--- src/rtl/ahci_xfer_cntr_pkg.sv ---
// Shared constants and helpers for the AHCI transfer-count accounting stage.
package ahci_xfer_cntr_pkg;

  localparam int unsigned CMD_HDR_DW    = 8;
  localparam int unsigned PRDBC_DW_OFFS = 1;
  localparam int unsigned DW_CNT_W      = 30;

  // Byte count to DWORD count, rounding up; the carry out of bit 31 is dropped.
  function automatic logic [DW_CNT_W-1:0] bytes_to_dw(input logic [31:0] bytes);
    logic [32:0] sum;
    sum = 33'(bytes) + 33'd3;
    return DW_CNT_W'(sum >> 2);
  endfunction

endpackage

--- src/rtl/ahci_xfer_cntr.sv ---
// Remaining-DWORD counter, PRD byte count accumulator and PRDBC write-back to
// the command header in register memory.
module ahci_xfer_cntr
  import ahci_xfer_cntr_pkg::*;
#(
  parameter int unsigned ADDRESS_BITS = 10,
  parameter int unsigned CLB_OFFS     = 'h200
) (
  input  logic                    mclk,
  input  logic                    hba_rst,
  input  logic                    cmd_start,
  input  logic [4:0]              cmd_slot,
  input  logic                    load_dma,
  input  logic [31:0]             dma_cnt,
  input  logic                    load_pio,
  input  logic [15:0]             pio_cnt,
  input  logic                    decr_dwc,
  input  logic [11:0]             decr_DXC_dw,
  input  logic                    update_prdbc,
  output logic [31:2]             xfer_cntr,
  output logic                    xfer_cntr_zero,
  output logic                    xfer_underflow,
  output logic [31:0]             prdbc,
  output logic [ADDRESS_BITS-1:0] regs_addr,
  output logic                    regs_we,
  output logic [31:0]             regs_din
);

  logic [DW_CNT_W-1:0]     cntr_q, cntr_d;
  logic                    zero_q;
  logic                    und_q, und_d;
  logic [31:0]             prdbc_q, prdbc_d;
  logic [4:0]              slot_q, slot_d;
  logic                    wr1_q;
  logic [ADDRESS_BITS-1:0] addr1_q;
  logic [31:0]             data1_q;
  logic                    we_q;
  logic [ADDRESS_BITS-1:0] addr_q;
  logic [31:0]             din_q;
  logic [ADDRESS_BITS-1:0] wr_addr_c;

  // Counter next state: decrement, then loads, then command start on top.
  always_comb begin
    cntr_d  = cntr_q;
    und_d   = und_q;
    prdbc_d = prdbc_q;
    slot_d  = slot_q;
    if (decr_dwc) begin
      if (DW_CNT_W'(decr_DXC_dw) > cntr_q) begin
        cntr_d = '0;
        und_d  = 1'b1;
      end else begin
        cntr_d = cntr_q - DW_CNT_W'(decr_DXC_dw);
      end
      prdbc_d = prdbc_q + {18'd0, decr_DXC_dw, 2'b00};
    end
    if (load_dma) begin
      cntr_d = bytes_to_dw(dma_cnt);
      und_d  = 1'b0;
    end else if (load_pio) begin
      cntr_d = bytes_to_dw(32'(pio_cnt));
      und_d  = 1'b0;
    end
    if (cmd_start) begin
      cntr_d  = '0;
      und_d   = 1'b0;
      prdbc_d = '0;
      slot_d  = cmd_slot;
    end
  end

  assign wr_addr_c = ADDRESS_BITS'(CLB_OFFS + 32'(slot_d) * CMD_HDR_DW + PRDBC_DW_OFFS);

  // Counters plus the two-stage write pipe; idle write outputs are forced to 0.
  always_ff @(posedge mclk) begin
    if (hba_rst) begin
      cntr_q  <= '0;
      zero_q  <= 1'b1;
      und_q   <= 1'b0;
      prdbc_q <= '0;
      slot_q  <= '0;
      wr1_q   <= 1'b0;
      addr1_q <= '0;
      data1_q <= '0;
      we_q    <= 1'b0;
      addr_q  <= '0;
      din_q   <= '0;
    end else begin
      cntr_q  <= cntr_d;
      zero_q  <= (cntr_d == '0);
      und_q   <= und_d;
      prdbc_q <= prdbc_d;
      slot_q  <= slot_d;
      wr1_q   <= update_prdbc;
      addr1_q <= update_prdbc ? wr_addr_c : '0;
      data1_q <= update_prdbc ? prdbc_d : '0;
      we_q    <= wr1_q;
      addr_q  <= wr1_q ? addr1_q : '0;
      din_q   <= wr1_q ? data1_q : '0;
    end
  end

  assign xfer_cntr      = cntr_q;
  assign xfer_cntr_zero = zero_q;
  assign xfer_underflow = und_q;
  assign prdbc          = prdbc_q;
  assign regs_addr      = addr_q;
  assign regs_we        = we_q;
  assign regs_din       = din_q;

endmodule

--- config.mk ---
export PLATFORM = sky130hd
export DESIGN_NAME = ahci_xfer_cntr
export DESIGN_NICKNAME = d
export VERILOG_FILES = /design/src/rtl/ahci_xfer_cntr_pkg.sv /design/src/rtl/ahci_xfer_cntr.sv
export SDC_FILE = /design/constraint.sdc
export NUM_CORES = 1
export LEC_CHECK = 0
export ABC_AREA = 0
export BUFFER_PORTS_ARGS = -buffer_cell sky130_fd_sc_hd__buf_2
export CORE_UTILIZATION = 60
export CTS_BUF_LIST = sky130_fd_sc_hd__clkbuf_8
export DETAILED_ROUTE_END_ITERATION = 10
export HOLD_SLACK_MARGIN = 0.1
export PLACE_DENSITY_LB_ADDON = 0.3
export SYNTH_ARGS = -nofsm -noshare
export SYNTH_HDL_FRONTEND = slang
export SYNTH_SLANG_ARGS = --single-unit
--- constraint.sdc ---
create_clock -name mclk -period 7.5 [get_ports mclk]
set_input_delay 0.75 -clock mclk [delete_from_list [all_inputs] [get_ports mclk]]
set_output_delay 0.75 -clock mclk [all_outputs]
set_load 0.1 [all_outputs]
==> flow_summary.rst <==
.. list-table::
   :header-rows: 1

   * - Metric
     - Value
   * - Routed wire length
     - 17940 µm
   * - Most frequent standard cell in the layout excluding fill and tap cells
     - buf_2
   * - Min setup slack post-route
     - 3.799 ns
   * - Timing startpoint of the critical path
     - decr_DXC_dw[2]
   * - Critical path fanouts, max
     - 12
   * - Pre-CTS setup slack
     - 3.371 ns
   * - Register bit total from synthesis
     - 147
   * - Sequential area share after synthesis
     - 39.92%
   * - P_leak
     - 3.944 nW
   * - Setup repair after global routing missed its margin
     - no
   * - Number of iterations in the first detailed-routing pass
     - 5
   * - Slew @ Worst Pin
     - 1.101 ns
   * - Max_cap viols
     - 0
   * - Async set-reset flop share out of synthesis
     - 0%
   * - Number of antenna-violating nets in the routed design
     - 0
   * - Clock slew at the register clock pins of the worst setup and hold paths
     - 0.08 ns
   * - Share of the core filled with cells
     - 72.30%
   * - Number of global-route vias before repair
     - 6221
   * - Post CTS Setup Buffer Count
     - 0
   * - Top flip-flop cell by instance count after synthesis
     - dfxtp_1
   * - Final net count
     - 1102
   * - Cell Pwr Density
     - 204.2 nW/µm²
   * - Setup slack of the most critical reg-to-reg path
     - 3.91 ns
   * - Root cell of the clock tree
     - clkbuf_8
   * - Clock latency at the later pin of the worst-skew pair
     - 0.44 ns
   * - Clock sink total
     - 147
   * - Pin count of the biggest net entering global routing
     - 41
   * - Cell count after synthesis
     - 845
   * - Total number of vias
     - 6527
   * - DP Wirelength
     - 13220 µm
   * - Mean Syn Cell Area
     - 8.724 µm²
   * - Number of distinct library cell variants in the gate-level netlist after synthesis
     - 76
   * - Overflow left after global routing
     - 0
   * - Category of the worst setup path capture point
     - flop
   * - Origin of the critical flop-to-flop path
     - xfer_cntr[4]
   * - Top library cells by usage in the layout, fill and taps aside
     - 175 x buf_2, 147 x dfxtp_1, 112 x nor2_1
   * - Grt met1 use
     - 36.63%
   * - Max Fclk
     - 270.2 MHz
   * - Maximum vdd ir drop
     - 0.09958 mV
   * - Initial core utilization
     - 61.37%
   * - Number of slew-limit violations in the final report
     - 0
   * - Final hold vios
     - 0
   * - Routed wirelength normalized by instance count
     - 15.41 µm
   * - Relative slew margins
     - 26.29%
   * - CTS resizes
     - 0
   * - Class of the most critical hold timing path
     - flop to flop
   * - Area grow syn2layout
     - 17.80%
   * - Iteration-0 DRC Markers
     - 554
   * - Die outline area
     - 12730 µm²
   * - Total clock buffers created by CTS
     - 17
   * - Floorplan die height
     - 112.8 µm
   * - Data arrival time at the worst-slack endpoint
     - 4.04 ns
   * - Critical path class
     - input pin to flop
   * - Core area
     - 12010 µm²
   * - Final sum of negative setup slack
     - 0 ns
   * - Global-route track usage on met2
     - 48.19%
   * - Global routing met3 resource utilization
     - 6.160%
   * - CTS tree
     - done
   * - Data required time of the critical path
     - 7.83 ns
   * - Total chip power
     - 1.774 mW
   * - Hold_buf cts
     - 0
   * - First-pass GRT wire length
     - 29390 µm
   * - Terminus of the critical flop-to-flop path
     - xfer_cntr_zero
   * - End point of the critical path
     - xfer_cntr_zero
   * - Total number of yosys warnings
     - 0
   * - Setup Skew
     - 0.009442 ns
   * - Ratio of cells with drive above 1 in the final layout
     - 23.11%
   * - Number of top-level pins
     - 179
   * - Final min period
     - 3.701 ns
   * - Count of input and output buffers
     - 175
   * - Initial antenna violation count
     - 0
   * - Most heavily used metal layer in global routing
     - met2
   * - Final-report setup violation count
     - 0
   * - Row Count
     - 40
   * - Routability congestion estimate
     - 0.9164
   * - Remaining routing DRC violations
     - 0
   * - Total GRT Usage
     - 28.94%
   * - Start point of the worst min-delay path
     - data1_q[28]
   * - Period utilisation layout
     - 49.34%
   * - Antenna fix cells
     - 0
   * - Cell area after synthesis
     - 7372 µm²
   * - Drt via density
     - 5.607
   * - Critical Path Source Type
     - input pin
   * - Worst-case reg-to-reg path depth
     - 11
   * - Run status
     - completed
   * - Number of enable flip-flop cells after synthesis
     - 0
   * - Clk buf depth
     - 2
   * - Die boundary width
     - 112.8 µm
   * - H-tree levels
     - 4
[through the flow]
| stage | cell area (µm²) | cells | hold WS, ns |
|---|---|---|---|
| finish | 8685 | 1164 | 0.4285 |
| CTS | 8685 | 1164 | 0.4308 |
| global placement | 8292 | 1132 | 0.4069 |
| detailed placement | 8292 | 1132 | 0.4097 |
| global route | 8685 | 1164 | 0.4433 |
| floorplan | 7380 | 847 | 0.4057 |
[cell usage after synthesis, types with 9 or more instances]
library cell | instances | area share (%)
dfxtp_1 | 147 | 40
a21oi_1 | 38 | 2.6
o21ai_0 | 23 | 1.6
nand3_1 | 24 | 1.6
xnor2_1 | 35 | 4.2
clkbuf_1 | 28 | 1.4
nor4_1 | 9 | 0.76
nor3_1 | 21 | 1.4
and2_1 | 62 | 5.3
nand2_1 | 43 | 2.2
xor2_1 | 41 | 4.9
nand4_1 | 14 | 1.2
nor2_1 | 112 | 5.7
nor2b_1 | 11 | 0.93
and3_1 | 12 | 1.0
ha_1 | 24 | 4.1
mux2i_1 | 11 | 1.5
inv_1 | 32 | 1.6
[worst min path at each step]
| stage | slack, ns | endpoint | cells after the start |
|---|---|---|---|
| 2_1_floorplan | 0.41 | regs_addr[0] | 1 |
| 3_3_place_gp | 0.41 | regs_din[21] | 1 |
| 4_1_cts | 0.43 | regs_din[24] | 1 |
| 3_5_place_dp | 0.41 | regs_din[24] | 1 |
| 5_1_grt | 0.44 | regs_addr[3] | 1 |
| 6_report | 0.43 | regs_din[28] | 1 |
[flip-flops by register name, indices dropped and copies added (netlist names)]
register        cells
wr1_q               1
addr1_q             6
slot_q              5
xfer_cntr_zero      1
prdbc              32
regs_we             1
data1_q            32
regs_addr           6
regs_din           32
xfer_cntr          30
xfer_underflow      1
[report_power, final]
part / internal [mW] / leakage, nW / total, mW / switching (mW)
Sequential: 0.796 / 1.19 / 0.811 / 0.0147
Combinational: 0.112 / 2.56 / 0.360 / 0.248
Clock: 0.282 / 0.196 / 0.603 / 0.321
[cells by family after synthesis]
family / Yosys count / synth area share, %
compound gates: 153 / 14.72
xor+xnor: 76 / 9.029
fa+ha+maj: 26 / 4.616
buf+inv: 73 / 3.971
flops: 147 / 39.92
mux: 12 / 1.646
other cells: 1 / 0.05087
simple gates: 357 / 26.05
[worst max-delay path: stages]
cell and delay [ns]:
buf_2 0.09, inv_1 0.05, ha_1 0.34, o211ai_1 0.22
a21oi_1 0.10, o41ai_1 0.60, o21ai_1 0.49, nor4_1 0.40
xor2_1 0.23, a221oi_1 0.11, and4_1 0.22, a31o_1 0.22
a41o_1 0.22
[area by class of cell]
class	instances	area, µm²
clock buffer	18	247.7
clock inverter	14	145.1
fill	998	3327
inverter	34	127.6
multi-input combinational	627	4146
sequential	147	2943
tap	147	183.9
timing repair buffer	177	890.9
[per-layer routing]
metal  vias up  wire length, µm  share of wire [%]
met5         -                0                  0
met4         0              332                1.9
met3        32             1188                6.6
met2       249             8431                 47
met1      2983             7985                 45
li1       3263                -                  -
Power figures use the tool's default switching activity.
